`config.mk`:
```
export PLATFORM = sky130hd
export DESIGN_NAME = mmio_io_controller
export DESIGN_NICKNAME = d
export VERILOG_FILES = /design/src/rtl/mmio_io_controller.sv
export SDC_FILE = /design/constraint.sdc
export NUM_CORES = 1
export LEC_CHECK = 0
export ABC_AREA = 1
export BUFFER_PORTS_ARGS = -buffer_cell sky130_fd_sc_hd__buf_2
export CORE_MARGIN = 2
export CORE_UTILIZATION = 36
export CTS_CLUSTER_SIZE = 28
export DETAILED_ROUTE_END_ITERATION = 8
export MAX_ROUTING_LAYER = met4
export PLACE_DENSITY_LB_ADDON = 0.12
export RECOVER_POWER = 25
export SYNTH_ARGS = -nofsm -noshare
export SYNTH_HDL_FRONTEND = slang
export SYNTH_SLANG_ARGS = --single-unit
```
`constraint.sdc`:
```
create_clock -name clk -period 9.9 [get_ports clk]
set_input_delay 0.99 -clock clk [delete_from_list [all_inputs] [get_ports clk]]
set_output_delay 0.99 -clock clk [all_outputs]
set_load 0.01 [all_outputs]
```
`src/rtl/mmio_io_controller.sv`:
```
// Memory-mapped I/O peripheral for the 0xF0000000 window: HEX/LEDR/LEDG registers,
// synchronized and debounced SW/KEY banks, and sticky key-press flags (write-1-to-clear).
module mmio_io_controller #(
  parameter int                DBITS           = 32,
  parameter logic [DBITS-1:0]  ADDR_HEX        = 32'hF0000000,
  parameter logic [DBITS-1:0]  ADDR_LEDR       = 32'hF0000004,
  parameter logic [DBITS-1:0]  ADDR_LEDG       = 32'hF0000008,
  parameter logic [DBITS-1:0]  ADDR_KEY        = 32'hF0000010,
  parameter logic [DBITS-1:0]  ADDR_SW         = 32'hF0000014,
  parameter logic [DBITS-1:0]  ADDR_KEYCTRL    = 32'hF0000110,
  parameter logic [15:0]       DEBOUNCE_CYCLES = 16'd50000
) (
  input  logic             clk,
  input  logic             reset,
  input  logic             wrtEn,
  input  logic [DBITS-1:0] addr,
  input  logic [DBITS-1:0] dIn,
  input  logic [9:0]       sw,
  input  logic [3:0]       key,
  output logic [9:0]       ledr,
  output logic [7:0]       ledg,
  output logic [15:0]      hex,
  output logic [DBITS-1:0] dOut,
  output logic             isIO
);

  logic selHex, selLedr, selLedg, selKey, selSw, selKeyCtrl;
  logic [9:0]  swMeta, swSync, swStable, swStableNext;
  logic [3:0]  keyMeta, keySync, keyStable, keyStableNext;
  logic [15:0] swCnt, swCntNext, keyCnt, keyCntNext;
  logic [3:0]  keyFlags, keyRise, keyClr;
  logic        unusedDin;

  assign unusedDin = ^dIn[DBITS-1:16];

  assign selHex     = (addr == ADDR_HEX);
  assign selLedr    = (addr == ADDR_LEDR);
  assign selLedg    = (addr == ADDR_LEDG);
  assign selKey     = (addr == ADDR_KEY);
  assign selSw      = (addr == ADDR_SW);
  assign selKeyCtrl = (addr == ADDR_KEYCTRL);
  assign isIO       = selHex | selLedr | selLedg | selKey | selSw | selKeyCtrl;

  always_comb begin
    dOut = '0;
    if (selHex)     dOut[15:0] = hex;
    if (selLedr)    dOut[9:0]  = ledr;
    if (selLedg)    dOut[7:0]  = ledg;
    if (selKey)     dOut[3:0]  = keyStable;
    if (selSw)      dOut[9:0]  = swStable;
    if (selKeyCtrl) dOut[3:0]  = keyFlags;
  end

  always_ff @(posedge clk or posedge reset) begin
    if (reset) begin
      hex  <= '0;
      ledr <= '0;
      ledg <= '0;
    end else if (wrtEn) begin
      if (selHex)  hex  <= dIn[15:0];
      if (selLedr) ledr <= dIn[9:0];
      if (selLedg) ledg <= dIn[7:0];
    end
  end

  // Keys are inverted ahead of the synchronizer so that 1 means pressed everywhere inside.
  always_ff @(posedge clk or posedge reset) begin
    if (reset) begin
      swMeta  <= '0;
      swSync  <= '0;
      keyMeta <= '0;
      keySync <= '0;
    end else begin
      swMeta  <= sw;
      swSync  <= swMeta;
      keyMeta <= ~key;
      keySync <= keyMeta;
    end
  end

  // The count keeps running across further changes of the synced value; only equality clears it.
  always_comb begin
    swCntNext    = '0;
    swStableNext = swStable;
    if (swSync != swStable) begin
      if (swCnt == DEBOUNCE_CYCLES - 16'd1) swStableNext = swSync;
      else                                  swCntNext    = swCnt + 16'd1;
    end
  end

  always_comb begin
    keyCntNext    = '0;
    keyStableNext = keyStable;
    if (keySync != keyStable) begin
      if (keyCnt == DEBOUNCE_CYCLES - 16'd1) keyStableNext = keySync;
      else                                   keyCntNext    = keyCnt + 16'd1;
    end
  end

  assign keyRise = keyStableNext & ~keyStable;
  assign keyClr  = (wrtEn && selKeyCtrl) ? dIn[3:0] : 4'b0;

  always_ff @(posedge clk or posedge reset) begin
    if (reset) begin
      swCnt     <= '0;
      swStable  <= '0;
      keyCnt    <= '0;
      keyStable <= '0;
      keyFlags  <= '0;
    end else begin
      swCnt     <= swCntNext;
      swStable  <= swStableNext;
      keyCnt    <= keyCntNext;
      keyStable <= keyStableNext;
      keyFlags  <= (keyFlags & ~keyClr) | keyRise;
    end
  end

endmodule

```
==> results of run 1 <==
cell families after synthesis:
family                     synth area share
buffers and inverters                0.0898
AOI/OAI and AO/OA                    0.0863
muxes                               0.00180
xor gates and xnor gates             0.0346
adders and majority gates           0.00449
and+or+nand+nor                       0.279
DFF                                   0.503
other                              0.000673
per-layer routing:
layer  routed length (um)  part of all wire
met1                 5810              0.46
met5                    0                 0
met4                  185             0.015
met2                 5850              0.47
met3                  668             0.053
placed cells by master (no fill, tap or decap), drive strengths merged:
master and n:
a21oi 8, a31oi 2, buf 114, bufinv 1, clkbuf 12, clkinv 4
clkinvlp 2, conb 16, dfrtp 112, ha 2, inv 76, mux2i 1
nand2 170, nand3 38, nand3b 1, nand4 12, nor2 84, nor3 15
nor3b 1, nor4 6, o2111ai 6, o211ai 2, o21a 1, o21ai 48
o21bai 1, or2 4, xnor2 7, xor2 15
power groups by stage:
stage,logic [uW],clock network (uW),registers (uW)
detailed placement,96.6,0,522
global placement,92.9,0,521
global route,109,414,518
floorplan,73.8,0,515
finish,94.7,382,513
CTS,96.8,395,513
final cells by class:
cell class                      instances  area, sq um
Tap cell                              188          235
Multi-Input combinational cell        440         2320
Sequential cell                       112         2800
Timing Repair Buffer                  116          581
Clock inverter                          6         75.1
Clock buffer                           10          239
Inverter                               77          293
Fill cell                            1522         8600
Yosys cell counts (2+ instances only):
cell type and number:
sky130_fd_sc_hd__dfrtp_1 112, sky130_fd_sc_hd__xnor2_1 7, sky130_fd_sc_hd__nor2_8 3, sky130_fd_sc_hd__nand2_1 152, sky130_fd_sc_hd__nor3_1 14, sky130_fd_sc_hd__or2_1 2
sky130_fd_sc_hd__xor2_1 15, sky130_fd_sc_hd__o2111ai_1 6, sky130_fd_sc_hd__buf_2 5, sky130_fd_sc_hd__o21ai_2 28, sky130_fd_sc_hd__o21ai_1 12, sky130_fd_sc_hd__nand3_1 37
sky130_fd_sc_hd__inv_1 70, sky130_fd_sc_hd__buf_6 5, sky130_fd_sc_hd__ha_1 2, sky130_fd_sc_hd__o21ai_0 8, sky130_fd_sc_hd__inv_2 5, sky130_fd_sc_hd__nor2_4 5
sky130_fd_sc_hd__nand4_1 12, sky130_fd_sc_hd__a31oi_1 2, sky130_fd_sc_hd__nor2_1 75, sky130_fd_sc_hd__nor4_1 5, sky130_fd_sc_hd__o211ai_1 2, sky130_fd_sc_hd__nand2_4 5
sky130_fd_sc_hd__nand2_2 13, sky130_fd_sc_hd__buf_4 17, sky130_fd_sc_hd__a21oi_1 8, sky130_fd_sc_hd__clkinv_2 2
through the flow:
stage	area, sq um	setup slack [ps]	total power [uW]
final	6550	6030	989
after global routing	6550	5820	1040
after CTS	6550	5970	1010
after detailed placement	6240	5990	618
after global placement	6240	6010	614
after floorplan	5630	5950	589
registers in the layout, indices dropped and copies added, names as in the netlist:
register and cells:
swSync 10, ledr 10, keyStable 4, keyCnt 16, ledg 8, keyFlags 4, swCnt 16, swStable 10
keySync 4, keyMeta 4, swMeta 10, hex 16
final timing paths:
path                                 startpoint                      end  slack, ps  depth (start not counted)
max                                    addr[11]                  dOut[3]       6030                         11
min                        keyMeta[2]$_DFF_PP0_     keySync[2]$_DFF_PP0_        350                          0
max reg2reg                 swSync[9]$_DFF_PP0_  swStable[9]$_DFFE_PP0P_       7770                          7
min reg2reg                keyMeta[2]$_DFF_PP0_     keySync[2]$_DFF_PP0_        350                          0
max in group asynchronous                 reset      ledr[6]$_DFFE_PP0P_       7300                          3
min in group asynchronous                 reset      swMeta[1]$_DFF_PP0_        990                          2
==> summary.txt, run 1 <==
Run status
  • Outcome: finished with violations
  • Failing checks: max-capacitance violations, max-slew violations

Yosys
  • Netlist Area Pre-Place: ~5600 sq um
  • Number of cells produced by synthesis: 641
  • Distinct cell type count of the synthesized netlist: 40
  • Share of synthesized registers carrying an async set or reset: 1.00
  • Synthesized area divided by synthesized cell count: a little under 9 sq um
  • EDFF count, synth: 0
  • Largest cells by area after synthesis: sky130_fd_sc_hd__dfrtp_1 (50%), sky130_fd_sc_hd__nand2_1 (10%), sky130_fd_sc_hd__nor2_1 (5.1%)
  • Flop and latch count out of synthesis: 112
  • Dominant register cell in the synthesized netlist: sky130_fd_sc_hd__dfrtp_1
  • Post-synth top area cell: sky130_fd_sc_hd__dfrtp_1
  • Warnings, synthesis: 0
  • Area fraction of the dominant cell type after synthesis: 0.503
  • Register area share after synthesis: 0.503

Pwr
  • Power density over cell area: around 150 nW/um^2
  • Share of total power in sequential cells: 0.519
  • LEAKAGE: 0.00349 uW
  • Clock power share: 0.386
  • Net switching power: ~260 uW
  • Worst voltage drop across the vdd grid: 83.6 uV
  • Logic gate share of total power: 0.096
  • Cell Int Power: about 730 uW
  • Sw Ratio: 0.261

Drt
  • Router iterations before antenna repair: 4
  • Count of nets left with antenna violations after detail routing: 0
  • 1st-iter DRT viols: 310
  • Post-detailed-route via-to-cell ratio: about 4.7
  • Total DRC errors in the routed layout: 0
  • Wirelength per Cell: between 10 and 15 um
  • Vias post-DR: 4425
  • Total wire length: 12500 um

Die
  • Top-level I/O count: 148
  • Effective utilization at floorplan: 0.368
  • Core Rows: 45
  • Area of the core: between 15000 and 20000 sq um
  • Die Area: about 16000 sq um
  • Overall die height: roughly 130 um
  • Die width: around 130 um

CTS
  • Clk pin slew, worst setup/hold paths: 80 ps
  • Cts repair resizes: 0
  • H-tree Lvls: 3
  • Total clock buffers created by CTS: 9
  • TritonCTS clock tree: built
  • Worst-case clock buffer depth: 2
  • Library cell used as clock root buffer: sky130_fd_sc_hd__clkbuf_16
  • Number of buffers inserted by hold repair at cts: 0
  • Number of sinks driven by the clock tree: 112
  • Clock Latency Late Sink: between 300 and 400 ps
  • Post-CTS Setup Inserts: 0

Worst setup path
  • Maximum net fanout on the critical path: 13
  • Number of buffer and inverter stages on the critical path: 3
  • Crit-path slowest cell: sky130_fd_sc_hd__nand3_1
  • Critical path startpoint category: input port
  • List of cells traversed by the critical path: buf_2 -> or2_1 -> nor2_4 -> nand2_4 -> nor2_8 -> nand3_1 -> o21ai_0 -> inv_1 -> nand2_1 -> nand2_1 -> buf_2
  • Largest stage delay on the critical path: roughly 440 ps
  • Crit path arrival time: 2880 ps
  • Setup crit end kind: output port
  • Crit path kind: in2out
  • Required time of the critical path: between 8000 and 9000 ps
  • Top cell family by delay on the critical path: simple AND/OR/NAND/NOR gates

Placed design
  • HPWL after detailed placement: ~9300 um
  • Final RePlAce weighted congestion: 0.899
  • Placed Cells: just over 900
  • Buffers on Ports: 115

Global route
  • Busiest layer in global routing: met2
  • Total congestion overflow: 0
  • Via count of the first global-routing pass: 4218
  • Met3 layer usage reported by global route: 0.0341
  • GR met2 Demand/Resource: 0.255
  • Global-route usage over all layers: 0.162
  • GR met1 Demand/Resource: 0.212
  • Wire length of the first global-routing pass: a little over 20000 um
  • Largest net degree at the start of global routing: 78
  • Initial antenna violation count: 0

STA
  • Post-route minimum period: 3870 ps
  • Final setup TNS: 0 ps
  • Slew headroom: -0.0277
  • Final Cycle Share: 0.391
  • Final worst hold slack: between 300 and 400 ps
  • Transition time at the pin with the least slew margin: between 1500 and 2000 ps
  • Highest attainable clock frequency: 0.259 GHz
  • Setup violation total in the final timing report: 0
  • Hold Vio Cnt, Final: 0
  • Max Transition Viols Final: 37
  • Unrepaired setup endpoints after global routing: false
  • Clock Skews: just over 6 ps

Finish
  • Share of cells above drive strength 1: 0.259
  • NumNets Final: about 840
  • Area Overhead vs Synth: 17.6%
  • Final cell utilization of the core: 0.432
  • Finished Layout Cells: about 950
  • ANT cells: 0

Worst hold path
  • Path type of the worst min-delay path: reg2reg

Flow run
  • Max-cap violations: 1
No activity file was read; power rests on OpenSTA's default activity.
==> inputs of run 2 (changes only) <==
- ABC_AREA: 1 -> 0
- clock period: 9.9 -> 3.6 ns (I/O delays scaled with it)
==> summary.txt, run 2 <==
STA
  • Post-route worst setup slack: between 600 and 700 ps
  • Post-route minimum period: 2950 ps
  • Setup violation total in the final timing report: 0
  • Final Cycle Share: 0.819
  • Slew headroom: 0.102
  • Highest attainable clock frequency: about 0.34 GHz
  • Max Transition Viols Final: 0
  • Unrepaired setup endpoints after global routing: false
  • Clock Skews: 7.91 ps
  • Hold Vio Cnt, Final: 0
  • Transition time at the pin with the least slew margin: 1350 ps
  • Final setup TNS: 0 ps

Placed design
  • Worst setup timing slack at the placement stage: ~650 ps
  • Final RePlAce weighted congestion: roughly 0.8
  • Buffers on Ports: approximately 120
  • HPWL after detailed placement: 9430 um
  • Placed Cells: between 700 and 800
  • Area of placed instances: about 6100 sq um

Yosys
  • Dominant register cell in the synthesized netlist: sky130_fd_sc_hd__dfrtp_1
  • Most numerous cell in the Yosys netlist: sky130_fd_sc_hd__dfrtp_1
  • Combinational family with the most area after synthesis: simple AND/OR/NAND/NOR gates
  • Largest cells by area after synthesis: sky130_fd_sc_hd__dfrtp_1 (52%), sky130_fd_sc_hd__mux2_2 (7.7%), sky130_fd_sc_hd__xnor2_1 (3.6%)
  • Register area share after synthesis: 0.517
  • Share of synthesized registers carrying an async set or reset: 1.00
  • Synthesized area divided by synthesized cell count: roughly 12 sq um
  • EDFF count, synth: 0
  • Area fraction in and, or, nand and nor cells after synthesis: 0.184
  • Post-synth top area cell: sky130_fd_sc_hd__dfrtp_1
  • Number of cells produced by synthesis: 471
  • Post-Synth Adder-Cell Area: 0.00462
  • Warnings, synthesis: 0
  • Area fraction of the dominant cell type after synthesis: 0.517
  • Flop and latch count out of synthesis: 112
  • Multiplexer area fraction after synthesis: 0.119
  • Area fraction in compound gates after synthesis: 0.0686
  • Netlist Area Pre-Place: roughly 5400 sq um
  • Cell types with the highest counts after synthesis: sky130_fd_sc_hd__dfrtp_1 (112), sky130_fd_sc_hd__mux2_2 (37), sky130_fd_sc_hd__nor2_1 (34)
  • Distinct cell type count of the synthesized netlist: 54
  • Area share of xor/xnor cells in the synthesized design: 0.0614

Die
  • Die width: ~130 um
  • Core Rows: 44
  • Top-level I/O count: around 150
  • Die Area: between 15000 and 20000 sq um
  • Area of the core: around 15000 sq um
  • Overall die height: around 130 um
  • Effective utilization at floorplan: 0.370

Drt
  • 1st-iter DRT viols: just under 200
  • Total wire length: ~13000 um
  • Total DRC errors in the routed layout: 0
  • Wirelength per Cell: 16.6 um
  • Count of nets left with antenna violations after detail routing: 0
  • Router iterations before antenna repair: 4
  • Post-detailed-route via-to-cell ratio: about 5.2
  • Vias post-DR: about 4000

Finish
  • Filler cell count: ~1400
  • Finished Layout Cells: around 780
  • Top flop regs: hex: 16 flops, keyCnt: 16 flops, swCnt: 16 flops
  • ANT cells: 0
  • Most common library cell in the layout ignoring fill and taps: sky130_fd_sc_hd__dfrtp_1
  • Share of cells above drive strength 1: 0.284
  • Area Overhead vs Synth: 18.0%
  • Multi-input gate area in the final layout: roughly 2400 sq um
  • Commonest non-fill, non-tap cells in the layout: sky130_fd_sc_hd__dfrtp_1 (112), sky130_fd_sc_hd__buf_2 (90), sky130_fd_sc_hd__mux2_2 (37), sky130_fd_sc_hd__nor2_1 (34), sky130_fd_sc_hd__clkbuf_1 (25)
  • NumNets Final: between 600 and 700
  • Area taken by flip-flops and latches: approximately 2800 sq um
  • Post-route cell area: 6390 sq um

Worst setup path
  • Crit path kind: in2out
  • Critical path startpoint category: input port
  • Crit-path slowest cell: sky130_fd_sc_hd__nor3_1
  • Top cell family by delay on the critical path: simple AND/OR/NAND/NOR gates
  • Crit path top cell by count: sky130_fd_sc_hd__buf_2
  • Required time of the critical path: 3240 ps
  • Worst path depth: 6
  • Largest stage delay on the critical path: approximately 610 ps
  • Maximum net fanout on the critical path: 7
  • Number of cell instances on the worst register-to-register path: 4
  • Setup crit end kind: output port
  • Number of buffer and inverter stages on the critical path: 2
  • List of cells traversed by the critical path: buf_2 -> or4b_4 -> or4_1 -> nor3_1 -> and2_1 -> buf_2
  • Crit path arrival time: ~2600 ps

Global route
  • Initial antenna violation count: 0
  • Largest net degree at the start of global routing: 101
  • Via count of the first global-routing pass: about 4000
  • Total congestion overflow: 0
  • Global-route usage over all layers: 0.173
  • Wire length of the first global-routing pass: roughly 21000 um

CTS
  • Worst-case clock buffer depth: 2
  • Total clock buffers created by CTS: 9
  • Number of sinks driven by the clock tree: ~110
  • Post-CTS Setup Inserts: 0
  • Number of buffers inserted by hold repair at cts: 1
  • Clock Latency Late Sink: 360 ps
  • H-tree Lvls: 3
  • Cts repair resizes: 0
  • TritonCTS clock tree: built
  • Library cell used as clock root buffer: sky130_fd_sc_hd__clkbuf_16
  • Clk pin slew, worst setup/hold paths: roughly 80 ps

Flow run
  • Max-cap violations: 0

Worst hold path
  • Path type of the worst min-delay path: in2reg
  • Hold-critical path depth: 1

Pwr
  • Power density over cell area: 410 nW/um^2
  • LEAKAGE: 0.00296 uW
  • Total power consumption of the routed design: 2620 uW
  • Worst voltage drop across the vdd grid: between 300 and 400 uV

Run status
  • Outcome: finished clean
[run 2: routing by layer]
layer,wire length [um],part of all wire,vias to the layer above,track usage
met1,6090,0.47,1988,0.239
met3,715,0.056,10,0.0371
met4,170,0.013,0,0.0485
li1,-,-,1924,-
met5,0,0,-,-
met2,5880,0.46,129,0.260
[run 2: through the flow]
stage / hold WS (ps) / utilization
floorplan: 331 / -
global placement: 288 / 0.420
detailed placement: 290 / 0.420
CTS: 86.7 / 0.440
global route: 82.4 / 0.437
finish: 98.9 / 0.437
[run 2: worst reg2reg max path, delay by kind of cell, from the launching register on]
family,cells,cell delay [ps]
compound gates,1,260
flops,1,490
simple gates,2,990
mux,1,350
[run 2: final cells by class]
type / instances / share of cell area
Sequential cell: 112 / 0.438
Multi-Input combinational cell: 333 / 0.382
Timing Repair Buffer: 123 / 0.0949
Tap cell: 184 / 0.0360
Clock buffer: 9 / 0.0352
Clock inverter: 7 / 0.00881
Inverter: 8 / 0.00489
[run 2: cells by family (layout without fill, tap and decap cells)]
family	after synthesis	after routing
AOI/OAI and AO/OA	54	54
and+or+nand+nor	168	168
adders and majority gates	2	2
buffers and inverters	41	147
muxes	55	55
other	1	16
DFF	112	112
xor gates and xnor gates	38	38
[run 2: worst paths after layout]
path	from	endpoint	slack [ps]
setup / recovery	addr[0]	dOut[11]	650
setup reg to reg	swCnt[4]$_DFF_PP0_	swStable[2]$_DFFE_PP0P_	1400
min in group asynchronous	reset	swMeta[6]$_DFF_PP0_	560
hold reg to reg	keyMeta[1]$_DFF_PP0_	keySync[1]$_DFF_PP0_	350
max in group asynchronous	reset	keyCnt[9]$_DFF_PP0_	1290
hold / removal	sw[6]	swMeta[6]$_DFF_PP0_	100
[run 2: report_power, final]
| group | leakage [uW] | switching (uW) | internal, uW | total (uW) |
|---|---|---|---|---|
| Sequential | 0.00146 | 98.7 | 1340 | 1440 |
| Combinational | 0.00137 | 130 | 103 | 233 |
| Clock | 0.000130 | 475 | 477 | 951 |
==> inputs of run 3 (changes only) <==
- clock period: 3.6 -> 2.5 ns (I/O delays scaled with it)
==> summary.txt, run 3 (synthesis gave the netlist of run 2 again) <==
Run status
  • Outcome: finished with violations
  • Failing checks: max-capacitance violations, max-slew violations

Pwr
  • Share of total power in sequential cells: 0.551
  • Total power consumption of the routed design: 3770 uW
  • Worst voltage drop across the vdd grid: about 380 uV
  • Clock power share: 0.357
  • LEAKAGE: approximately 0.0032 uW
  • Power density over cell area: about 570 nW/um^2
  • Sw Ratio: 0.256
  • Cell Int Power: between 2000 and 3000 uW
  • Logic gate share of total power: 0.092
  • Net switching power: between 900 and 1000 uW

Worst setup path
  • List of cells traversed by the critical path: buf_2 -> or4b_4 -> or4_1 -> buf_4 -> nor2_1 -> a22oi_1 -> buf_2
  • Worst path depth: 7
  • FF-to-FF setup slack: around 650 ps
  • Number of buffer and inverter stages on the critical path: 3
  • Setup crit end kind: output port
  • Crit path kind: in2out
  • Required time of the critical path: about 2300 ps
  • Maximum net fanout on the critical path: 6
  • Crit path arrival time: approximately 2100 ps
  • Crit-path slowest cell: sky130_fd_sc_hd__or4b_4
  • Number of cell instances on the worst register-to-register path: 4
  • Largest stage delay on the critical path: approximately 560 ps
  • Critical path startpoint category: input port
  • Crit path top cell by count: sky130_fd_sc_hd__buf_2
  • Top cell family by delay on the critical path: simple AND/OR/NAND/NOR gates

Finish
  • Most common library cell in the layout ignoring fill and taps: sky130_fd_sc_hd__buf_2
  • NumNets Final: about 690
  • Filler cell count: approximately 1400
  • ANT cells: 0
  • Area Overhead vs Synth: 21.6%
  • Final cell utilization of the core: 0.450
  • Share of cells above drive strength 1: 0.330
  • Commonest non-fill, non-tap cells in the layout: sky130_fd_sc_hd__buf_2 (113), sky130_fd_sc_hd__dfrtp_1 (112), sky130_fd_sc_hd__mux2_2 (37), sky130_fd_sc_hd__nor2_1 (34), sky130_fd_sc_hd__nand2_1 (23)
  • Top flop regs: hex: 16 flops, keyCnt: 16 flops, swCnt: 16 flops

STA
  • Setup violation total in the final timing report: 0
  • Final Cycle Share: 0.945
  • Clock Skews: 5.53 ps
  • Hold Vio Cnt, Final: 0
  • Unrepaired setup endpoints after global routing: false
  • Transition time at the pin with the least slew margin: 1530 ps
  • Final setup TNS: 0 ps
  • Slew headroom: -0.0187
  • Highest attainable clock frequency: around 0.42 GHz
  • Post-route minimum period: around 2400 ps
  • Max Transition Viols Final: between 100 and 150

Worst hold path
  • Hold-critical path depth: 1
  • Path type of the worst min-delay path: in2reg

Global route
  • Global-route usage over all layers: 0.170
  • Largest net degree at the start of global routing: about 110
  • Initial antenna violation count: 0
  • Via count of the first global-routing pass: between 4000 and 5000
  • Wire length of the first global-routing pass: 21100 um
  • Total congestion overflow: 0

Drt
  • Wirelength per Cell: 16.1 um
  • Vias post-DR: 4084
  • Count of nets left with antenna violations after detail routing: 0
  • Total wire length: 12800 um
  • Post-detailed-route via-to-cell ratio: around 5
  • Total DRC errors in the routed layout: 0
  • Router iterations before antenna repair: 4
  • 1st-iter DRT viols: approximately 220

Flow run
  • Max-cap violations: 1

Die
  • Die width: 127 um
  • Effective utilization at floorplan: 0.370
  • Core Rows: 44
  • Overall die height: 127 um
  • Die Area: roughly 16000 sq um
  • Top-level I/O count: around 150
  • Area of the core: between 10000 and 15000 sq um

CTS
  • Number of sinks driven by the clock tree: 112
  • Number of buffers inserted by hold repair at cts: 9
  • Cts repair resizes: 0
  • Library cell used as clock root buffer: sky130_fd_sc_hd__clkbuf_16
  • Total clock buffers created by CTS: 9
  • Clock Latency Late Sink: ~350 ps
  • H-tree Lvls: 3
  • Post-CTS Setup Inserts: 0
  • Worst-case clock buffer depth: 2
  • Clk pin slew, worst setup/hold paths: 70 ps
  • TritonCTS clock tree: built

Placed design
  • Buffers on Ports: 115
  • HPWL after detailed placement: just over 9000 um
  • Final RePlAce weighted congestion: 0.806
[run 3: changes by cell type in the layout (fill, tap and decap cells not counted), sizes merged]
| cell | before | now |
|---|---|---|
| buf | 96 | 130 |
| clkbuf | 35 | 14 |
| clkinv | 2 | 4 |
| clkinvlp | 4 | 1 |
| dlygate4sd3 | 1 | 9 |
| inv | 9 | 7 |
[run 3: routing by layer]
layer / global-route usage / vias to the layer above / wire length (um) / part of all wire
met3: 0.0346 / 14 / 766 / 0.060
li1: - / 1952 / - / -
met1: 0.233 / 1985 / 5980 / 0.47
met5: - / - / 0 / 0
met4: 0.0504 / 0 / 158 / 0.012
met2: 0.258 / 133 / 5860 / 0.46
[run 3: through the flow]
stage               setup slack, ps  cells  area (sq um)  hold WS, ps
finish                          137    794          6590         31.2
global route                   14.9    794          6590         28.5
CTS                             133    794          6610         11.4
detailed placement              146    770          6240          335
global placement                166    770          6240          333
floorplan                       332    486          5480          281
[run 3: path summary, 6_finish.rpt]
path,end,start
setup / recovery,dOut[2],addr[0]
hold / removal,swMeta[1]$_DFF_PP0_,sw[1]
setup reg to reg,swStable[7]$_DFFE_PP0P_,swCnt[4]$_DFF_PP0_
hold reg to reg,keySync[3]$_DFF_PP0_,keyMeta[3]$_DFF_PP0_
max in group asynchronous,hex[8]$_DFFE_PP0P_,reset
min in group asynchronous,swMeta[6]$_DFF_PP0_,reset
[run 3: cell type report]
type | instances | area [sq um] | share of cell area
clock buffer | 11 | 253 | 0.0383
multi-input combinational | 333 | 2440 | 0.370
clock inverter | 4 | 20.0 | 0.00304
sequential | 112 | 2800 | 0.425
inverter | 8 | 33.8 | 0.00513
timing repair buffer | 142 | 811 | 0.123
tap | 184 | 230 | 0.0349
[run 3: power by group through the flow]
stage / logic [uW] / registers [uW] / clock network [uW]
2_1_floorplan: 278 / 2040 / 0
3_3_place_gp: 334 / 2100 / 0
3_5_place_dp: 344 / 2110 / 0
4_1_cts: 358 / 2070 / 1390
5_1_grt: 395 / 2100 / 1470
6_report: 347 / 2080 / 1350
